File: src/rtl/fetch_pkg.sv
// Shared types and constants for the instruction fetch stage.
package fetch_pkg;
   localparam int unsigned XLEN       = 32;
   localparam int unsigned WORD_BYTES = 4;
   localparam logic [XLEN-1:0] RESET_PC_DEFAULT = 32'h0000_0000;

   typedef enum logic [1:0] {
      IDLE,
      REQ,
      PARK,
      DISCARD
   } fetch_state_t;
endpackage

File: src/rtl/fetch_skid_buf.sv
// One-entry park register holding a memory response the output slot could not accept.
module fetch_skid_buf
   import fetch_pkg::*;
(
   input  logic            clk,
   input  logic            rst,
   input  logic            load,
   input  logic            drain,
   input  logic            flush,
   input  logic [XLEN-1:0] load_instr,
   input  logic [XLEN-1:0] load_pc,
   output logic            full,
   output logic [XLEN-1:0] instr,
   output logic [XLEN-1:0] pc
);

   // Flush has priority so a redirect always wins over a same-cycle load.
   always_ff @(posedge clk) begin
      if (rst) begin
         full  <= 1'b0;
         instr <= '0;
         pc    <= '0;
      end else if (flush) begin
         full <= 1'b0;
      end else if (load) begin
         full  <= 1'b1;
         instr <= load_instr;
         pc    <= load_pc;
      end else if (drain) begin
         full <= 1'b0;
      end
   end

endmodule

File: src/rtl/fetch_stage.sv
// Instruction fetch stage: drives the instruction-memory request and fills the IF/ID output slot.
module fetch_stage
   import fetch_pkg::*;
#(
   parameter logic [XLEN-1:0] RESET_PC = RESET_PC_DEFAULT
) (
   input  logic            clk,
   input  logic            rst,
   input  logic            stallF,
   input  logic            redirect_valid,
   input  logic [XLEN-1:0] redirect_pc,
   output logic            imem_req,
   output logic [XLEN-1:0] imem_addr,
   input  logic            imem_ack,
   input  logic [XLEN-1:0] imem_rdata,
   output logic [XLEN-1:0] instructionF,
   output logic [XLEN-1:0] PCF,
   output logic            validF
);

   fetch_state_t    state;
   logic [XLEN-1:0] pc;
   logic [XLEN-1:0] pc_inc;
   logic [XLEN-1:0] pc_tgt;
   logic            consume;
   logic            slot_free;
   logic            skid_load;
   logic            skid_drain;
   logic            skid_full;
   logic [XLEN-1:0] skid_instr;
   logic [XLEN-1:0] skid_pc;

   assign consume    = validF & ~stallF;
   assign slot_free  = ~validF | ~stallF;
   assign pc_inc     = pc + XLEN'(WORD_BYTES);
   assign pc_tgt     = redirect_pc & ~(XLEN'(WORD_BYTES) - XLEN'(1));
   assign skid_load  = ~redirect_valid & (state == REQ) & imem_ack & ~slot_free;
   assign skid_drain = ~redirect_valid & (state == PARK) & consume & skid_full;

   fetch_skid_buf u_skid (
      .clk        (clk),
      .rst        (rst),
      .load       (skid_load),
      .drain      (skid_drain),
      .flush      (redirect_valid),
      .load_instr (imem_rdata),
      .load_pc    (pc_inc),
      .full       (skid_full),
      .instr      (skid_instr),
      .pc         (skid_pc)
   );

   // imem_req/imem_addr are held untouched whenever a request is still in flight.
   always_ff @(posedge clk) begin
      if (rst) begin
         state        <= IDLE;
         pc           <= RESET_PC;
         imem_req     <= 1'b0;
         imem_addr    <= '0;
         instructionF <= '0;
         PCF          <= '0;
         validF       <= 1'b0;
      end else if (redirect_valid) begin
         pc     <= pc_tgt;
         validF <= 1'b0;
         if ((state == REQ || state == DISCARD) && !imem_ack) begin
            state <= DISCARD;
         end else begin
            state     <= REQ;
            imem_req  <= 1'b1;
            imem_addr <= pc_tgt;
         end
      end else begin
         case (state)
            IDLE: begin
               state     <= REQ;
               imem_req  <= 1'b1;
               imem_addr <= pc;
            end
            REQ: begin
               if (imem_ack) begin
                  pc <= pc_inc;
                  if (slot_free) begin
                     instructionF <= imem_rdata;
                     PCF          <= pc_inc;
                     validF       <= 1'b1;
                     imem_addr    <= pc_inc;
                  end else begin
                     state    <= PARK;
                     imem_req <= 1'b0;
                  end
               end else if (consume) begin
                  validF <= 1'b0;
               end
            end
            PARK: begin
               if (skid_drain) begin
                  instructionF <= skid_instr;
                  PCF          <= skid_pc;
                  state        <= REQ;
                  imem_req     <= 1'b1;
                  imem_addr    <= pc;
               end
            end
            DISCARD: begin
               if (consume) begin
                  validF <= 1'b0;
               end
               if (imem_ack) begin
                  state     <= REQ;
                  imem_addr <= pc;
               end
            end
            default: state <= IDLE;
         endcase
      end
   end

endmodule

File: config.mk
export PLATFORM = sky130hd
export DESIGN_NAME = fetch_stage
export DESIGN_NICKNAME = d
export VERILOG_FILES = /design/src/rtl/fetch_pkg.sv /design/src/rtl/fetch_skid_buf.sv /design/src/rtl/fetch_stage.sv
export SDC_FILE = /design/constraint.sdc
export NUM_CORES = 1
export LEC_CHECK = 0
export ABC_CLOCK_PERIOD_IN_PS = 3200
export CORE_MARGIN = 5
export CORE_UTILIZATION = 55
export CTS_BUF_LIST = sky130_fd_sc_hd__clkbuf_2 sky130_fd_sc_hd__clkbuf_4 sky130_fd_sc_hd__clkbuf_8
export DETAILED_ROUTE_END_ITERATION = 8
export PLACE_DENSITY = 0.86
export SYNTH_ARGS = -nofsm -noshare
export SYNTH_HDL_FRONTEND = slang
export SYNTH_HIERARCHICAL = 1
export SYNTH_SLANG_ARGS = --single-unit
File: constraint.sdc
create_clock -name clk -period 3.2 [get_ports clk]
set_input_delay 0.32 -clock clk [delete_from_list [all_inputs] [get_ports clk]]
set_output_delay 0.32 -clock clk [all_outputs]
set_load 0.005 [all_outputs]
After elaboration in Yosys (flattened, before gate mapping)
Index checks and enable logic that the tools add are counted.
{"block": "word_totals", "register_bits": 197, "wordCells": 91, "output_inout_bits": 98, "inputBits": 69}
{"block": "op_classes", "n_eq_ne": 13, "n_reduce_logical": 19, "n_addsub": 1, "mux": 35, "n_bitwise": 12}
{"operator": "$mux 32", "count": 13}
{"operator": "$pmux 32 s2", "count": 2}
{"operator": "$pmux 32 s4", "count": 1}
{"operator": "$add 32x3->32 const B", "count": 1}
{"operator": "$ne 3x3->1 const B", "count": 6}
{"operator": "$reduce_and 5->1", "count": 3}
{"operator": "$mux 2", "count": 6}
{"operator": "$mux 1", "count": 10}
{"operator": "$reduce_bool 2->1", "count": 5}
{"operator": "$ne 2x2->1 const B", "count": 4}
{"operator": "$pmux 2 s4", "count": 1}
{"operator": "$reduce_and 2->1", "count": 4}
{"operator": "$and 1x1->1", "count": 7}
{"operator": "$eq 2x2->1 const B", "count": 2}
{"operator": "$not 1->1", "count": 4}
{"operator": "$reduce_and 4->1", "count": 1}
{"operator": "$reduce_bool 4->1", "count": 1}
{"operator": "$pmux 1 s3", "count": 1}
{"operator": "$eq 2x1->1 const B", "count": 1}
{"operator": "$logic_not 2->1", "count": 1}
{"operator": "$pmux 1 s2", "count": 1}
{"operator": "$reduce_or 2->1", "count": 1}
{"operator": "$logic_and 1x1->1", "count": 1}
{"operator": "$logic_not 1->1", "count": 1}
{"operator": "other kinds (2)", "count": 2}

Logic depth before layout (Yosys ltp)
{"block": "depth", "ltp_word": 7, "depth_mapped": 9, "ltp_nobuf": 8}

Cells and area by module
The synthesis kept the hierarchy.
{"mod": "fetch_stage", "area_each_um2": 7043.0, "instances": 1, "cells_each": 916, "seq_area_each_um2": 2562.5}
{"mod": "fetch_skid_buf", "area_each_um2": 3268.1, "instances": 1, "cells_each": 296, "seq_area_each_um2": 1301.2}

Worst setup path after synthesis
Ideal clock, no wire load.
{"block": "synth_timing", "path_kind": "register -> register", "start": "register, netlist name pc[2]", "end": "register imem_addr[26]", "path_slack_ns": 1.049, "required_time_ns": 3.065, "period_less_slack_ns": 2.151, "arrival_time_ns": 2.016, "n_path_buf": 2, "path_stages_with_launch": 9, "setup_time_ns": 0.135, "path_cell_list": "dfxtp_1 > ha_1 > nand3_1 > or2_2 > buf_2 > buf_2 > nor4_1 > xnor2_1 > a31oi_1"}
{"element": "end signal, assigned", "line": "fetch_stage.sv:71", "rtl": "imem_addr <= pc_tgt;"}
{"element": "end signal, assigned", "line": "fetch_stage.sv:78", "rtl": "imem_addr <= pc;"}
{"element": "end signal, assigned", "line": "fetch_stage.sv:87", "rtl": "imem_addr <= pc_inc;"}
{"element": "end, declared", "line": "fetch_stage.sv:13", "rtl": "output logic [XLEN-1:0] imem_addr,"}

Worst setup path in the final report
{"block": "layout_timing", "start": "register state[1]", "end": "register imem_addr[23]"}
{"block": "layout_between", "elab_chain_len": 6, "word_cells_on_any_way": 17, "classes_between": "8 x eq/ne; 2 x mux; 3 x bitwise; 4 x reduce/logical"}
{"element": "start, declared", "line": "fetch_stage.sv:21", "rtl": "fetch_state_t state;"}
{"element": "start signal, assigned", "line": "fetch_stage.sv:56", "rtl": "state <= IDLE;"}
{"element": "start signal, assigned", "line": "fetch_stage.sv:67", "rtl": "state <= DISCARD;"}
{"element": "start signal, assigned", "line": "fetch_stage.sv:69", "rtl": "state <= REQ;"}
{"element": "$eq 2x2->1", "line": "fetch_stage.sv:38, fetch_stage.sv:74"}
{"element": "$and 1x1->1 (3 in series)", "line": "fetch_stage.sv:38", "rtl": "assign skid_drain = ~redirect_valid & (state == PARK) & consume & skid_full;"}
{"element": "$ne 3x3->1 (no line)"}
{"element": "$reduce_and 5->1 (no line)"}
Several ways; a longest one is shown, not always the timed one.
A chain may end at the register's enable or synchronous reset.

==> metrics.yaml <==
status:
  outcome: "finished, final reports clean"
timing:
  setup-violations-final: 0
  final.setup.tns_ns: 0
  fin_crit_ns: 2.62
  slew_viol_final: 0
  finalCritPeriodShare: 0.817
  report.final.hold_viol_count: 0
  tightest_slew_ns: 0.857
  rsz0062_at_grt: "no"
  skew_ns: 0.0188
  maxSlewHeadroom: 0.427
  fmax_mhz: 382
clocking:
  htreeDepth: 4
  clockRootBuffer: "clkbuf_8"
  cts_resized: 0
  cts_made_buffers: 17
  cts_tree: "built"
  insertion_delay_ns: 0.47
  cts.clk_slew.worst_paths_ns: 0.11
  cts_buffer_depth: 2
  clkSinkCount: 193
  cts_setup_buffers: 0
  ctsHoldBuffers: 0
die:
  fp.dieH_um: 147
  die_x_um: 147
  num_rows: 50
  die_area_mm2: 0.0216
  ioPinCount: 167
  coreArea_mm2: 0.0186
  start_util: 0.555
placed_design:
  dp_hpwl_um: 18400
  port_buffers: 162
  gp_congestion: 0.940
global_routing:
  grtUsageTotal: 0.247
  antenna_found_initial: 0
  grt_pass1_wl_um: 44300
  grt-ovfl-total: 0
  grt_max_degree: 100
  grt_pass1_vias: 8543
power_and_ir_drop:
  peakVddDrop_mv: 0.282
  power_density_mw_per_mm2: 408
  p_leak_uw: 0.00425
yosys:
  synth.yosys.seq_area_share: 0.375
  synthArstFlopShare: 0
  synth_area_leaders: "dfxtp_1, nand4bb_1, nand2_1"
  postSynthCellCount: 1212
  avgSynthCellArea_um2: 8.51
  synth_edf_count: 0
  ys_seq_elements: 193
  ys_warn_count: 6
  yosys.cell_types.count: 67
  synth_area_mm2: 0.0103
  synth_top_area_frac: 0.375
  synth_flop_cell: "dfxtp_1"
  yosysTopAreaCell: "dfxtp_1"
final_layout:
  post-route-util: 0.664
  syn_to_final_growth_pct: 19.7
  antennaDiodeCount: 0
  fin_nets: 1368
  fill_cells: 1470
  drive_gt1_frac: 0.111
critical_path:
  cpPeakStageDelay_ns: 0.78
  crit_fanout: 20
  crit_path_end_kind: "flip-flop"
  worstSetupStartpointType: "flip-flop"
  cp_data_required_time_ns: 3.57
  cp_slowest_cell: "and2_1"
  path_cells: "nor4bb_1, o21ai_1, and2_1, buf_4, nor2_1, a311oi_1"
  crit_arrival_ns: 2.98
  timing_worst_setup_path_type: "reg -> reg"
route:
  drt-wirelength-per-cell_um: 17.9
  route.detailed.drc: 0
  firstDrtPassIters: 6
  routed_wl_um: 27600
  ant_nets: 0
  via_per_inst: 6.02
  first_iter_violations: 876
  vias: 9305
job:
  maxCapViolCount: 0
worst_hold_path:
  min-delay-path-class: "in -> reg"
through the flow:
stage                     cell area (um^2)  hold slack (ns)  setup slack, ns  total power (uW)  std cells
after global placement               11900            0.441            0.335              3360       1513
after floorplan                      10300            0.442             1.05              3040       1215
after detailed placement             11900            0.444            0.191              3370       1513
after global routing                 12300            0.415            0.347              5240       1545
after CTS                            12300            0.377            0.614              5060       1545
final                                12300            0.385            0.584              5040       1545
layout make-up:
type / count / area, um^2 / share of cell area
flip-flops and latches: 193 / 3860 / 0.313
well taps: 234 / 293 / 0.0237
clock inverters: 15 / 191 / 0.0155
inverters: 14 / 52.6 / 0.00426
clock buffers: 17 / 234 / 0.0190
multi-input cells: 876 / 5750 / 0.466
repair buffers: 196 / 1960 / 0.159
Yosys cell counts, types with 4 or more instances:
library cell	count
buf_4	8
nand4_1	12
o21a_1	13
nor2b_1	4
o21ai_1	5
a221oi_1	4
o21ai_0	20
xnor2_1	43
a311oi_1	39
dfxtp_1	193
buf_2	41
and3_1	8
nand2_1	149
nor3_1	30
nor4_1	18
xor2_1	29
o22ai_1	6
nor2_1	88
o211ai_1	16
buf_1	11
or3_1	5
a211oi_1	21
a41o_1	7
nand3_1	38
a211o_1	5
a21boi_0	6
nand2b_1	78
a21oi_1	52
nand4bb_1	64
buf_12	6
o21ai_2	60
a31oi_1	5
clkbuf_1	63
inv_1	12
logic make-up after synthesis:
| logic type | count (synthesis) | share of synthesized area |
|---|---|---|
| simple gates | 519 | 0.288 |
| mux | 1 | 0.000971 |
| xor+xnor | 72 | 0.0612 |
| buf+inv | 146 | 0.0727 |
| compound gates | 279 | 0.201 |
| flops | 193 | 0.375 |
| fa+ha+maj | 1 | 0.00121 |
| other cells | 1 | 0.000364 |
sequential cells by signal (all words and copies together) (netlist names), 2 cells and up:
register	count
imem_addr	30
state	2
instructionF	32
u_skid/pc	32
PCF	32
pc	30
u_skid/instr	32
critical path: cells and delay by family, from the launching register on:
| family | cells | cell delay, ns |
|---|---|---|
| flops | 1 | 0.54 |
| compound gates | 2 | 0.77 |
| simple gates | 3 | 0.94 |
| buf+inv | 1 | 0.26 |
routing by layer:
| metal | track usage | up-vias | wire (um) |
|---|---|---|---|
| met4 | 0.0764 | 0 | 599 |
| met1 | 0.339 | 4367 | 11800 |
| li1 | - | 4474 | - |
| met2 | 0.392 | 412 | 12800 |
| met5 | 0 | - | 0 |
| met3 | 0.0521 | 52 | 2350 |
final timing paths:
check,slack [ns],depth (start not counted),endpoint,startpoint
setup / recovery,0.58,6,imem_addr[23]$_SDFFE_PP0P_,state[1]$_SDFFE_PP0P_
hold / removal,0.39,2,instructionF[28]$_SDFFE_PP0P_,rst
setup reg to reg,0.58,6,imem_addr[23]$_SDFFE_PP0P_,state[1]$_SDFFE_PP0P_
hold reg to reg,0.45,2,PCF[5]$_SDFFE_PP0P_,PCF[5]$_SDFFE_PP0P_
where the power goes:
part	switching, uW	total [uW]	internal [uW]
registers	97.7	2590	2490
clock network	970	1710	735
logic	366	740	374
total	1430	5040	3600
cells in the final DEF (no fill, tap or decap), drive strengths merged, types with 14 or more instances in the layout:
cell type and instances:
dfxtp 193, clkdlybuf4s50 160, nand2 150, nor2 88, o21ai 85, nand2b 78
nand4bb 64, a21oi 52, xnor2 43, a311oi 39, nand3 38, buf 36
nor3 30, xor2 29, a211oi 21, nor4 21, inv 20, clkbuf 17
o211ai 16, nand4 14
No activity file was read; power rests on OpenSTA's default activity.
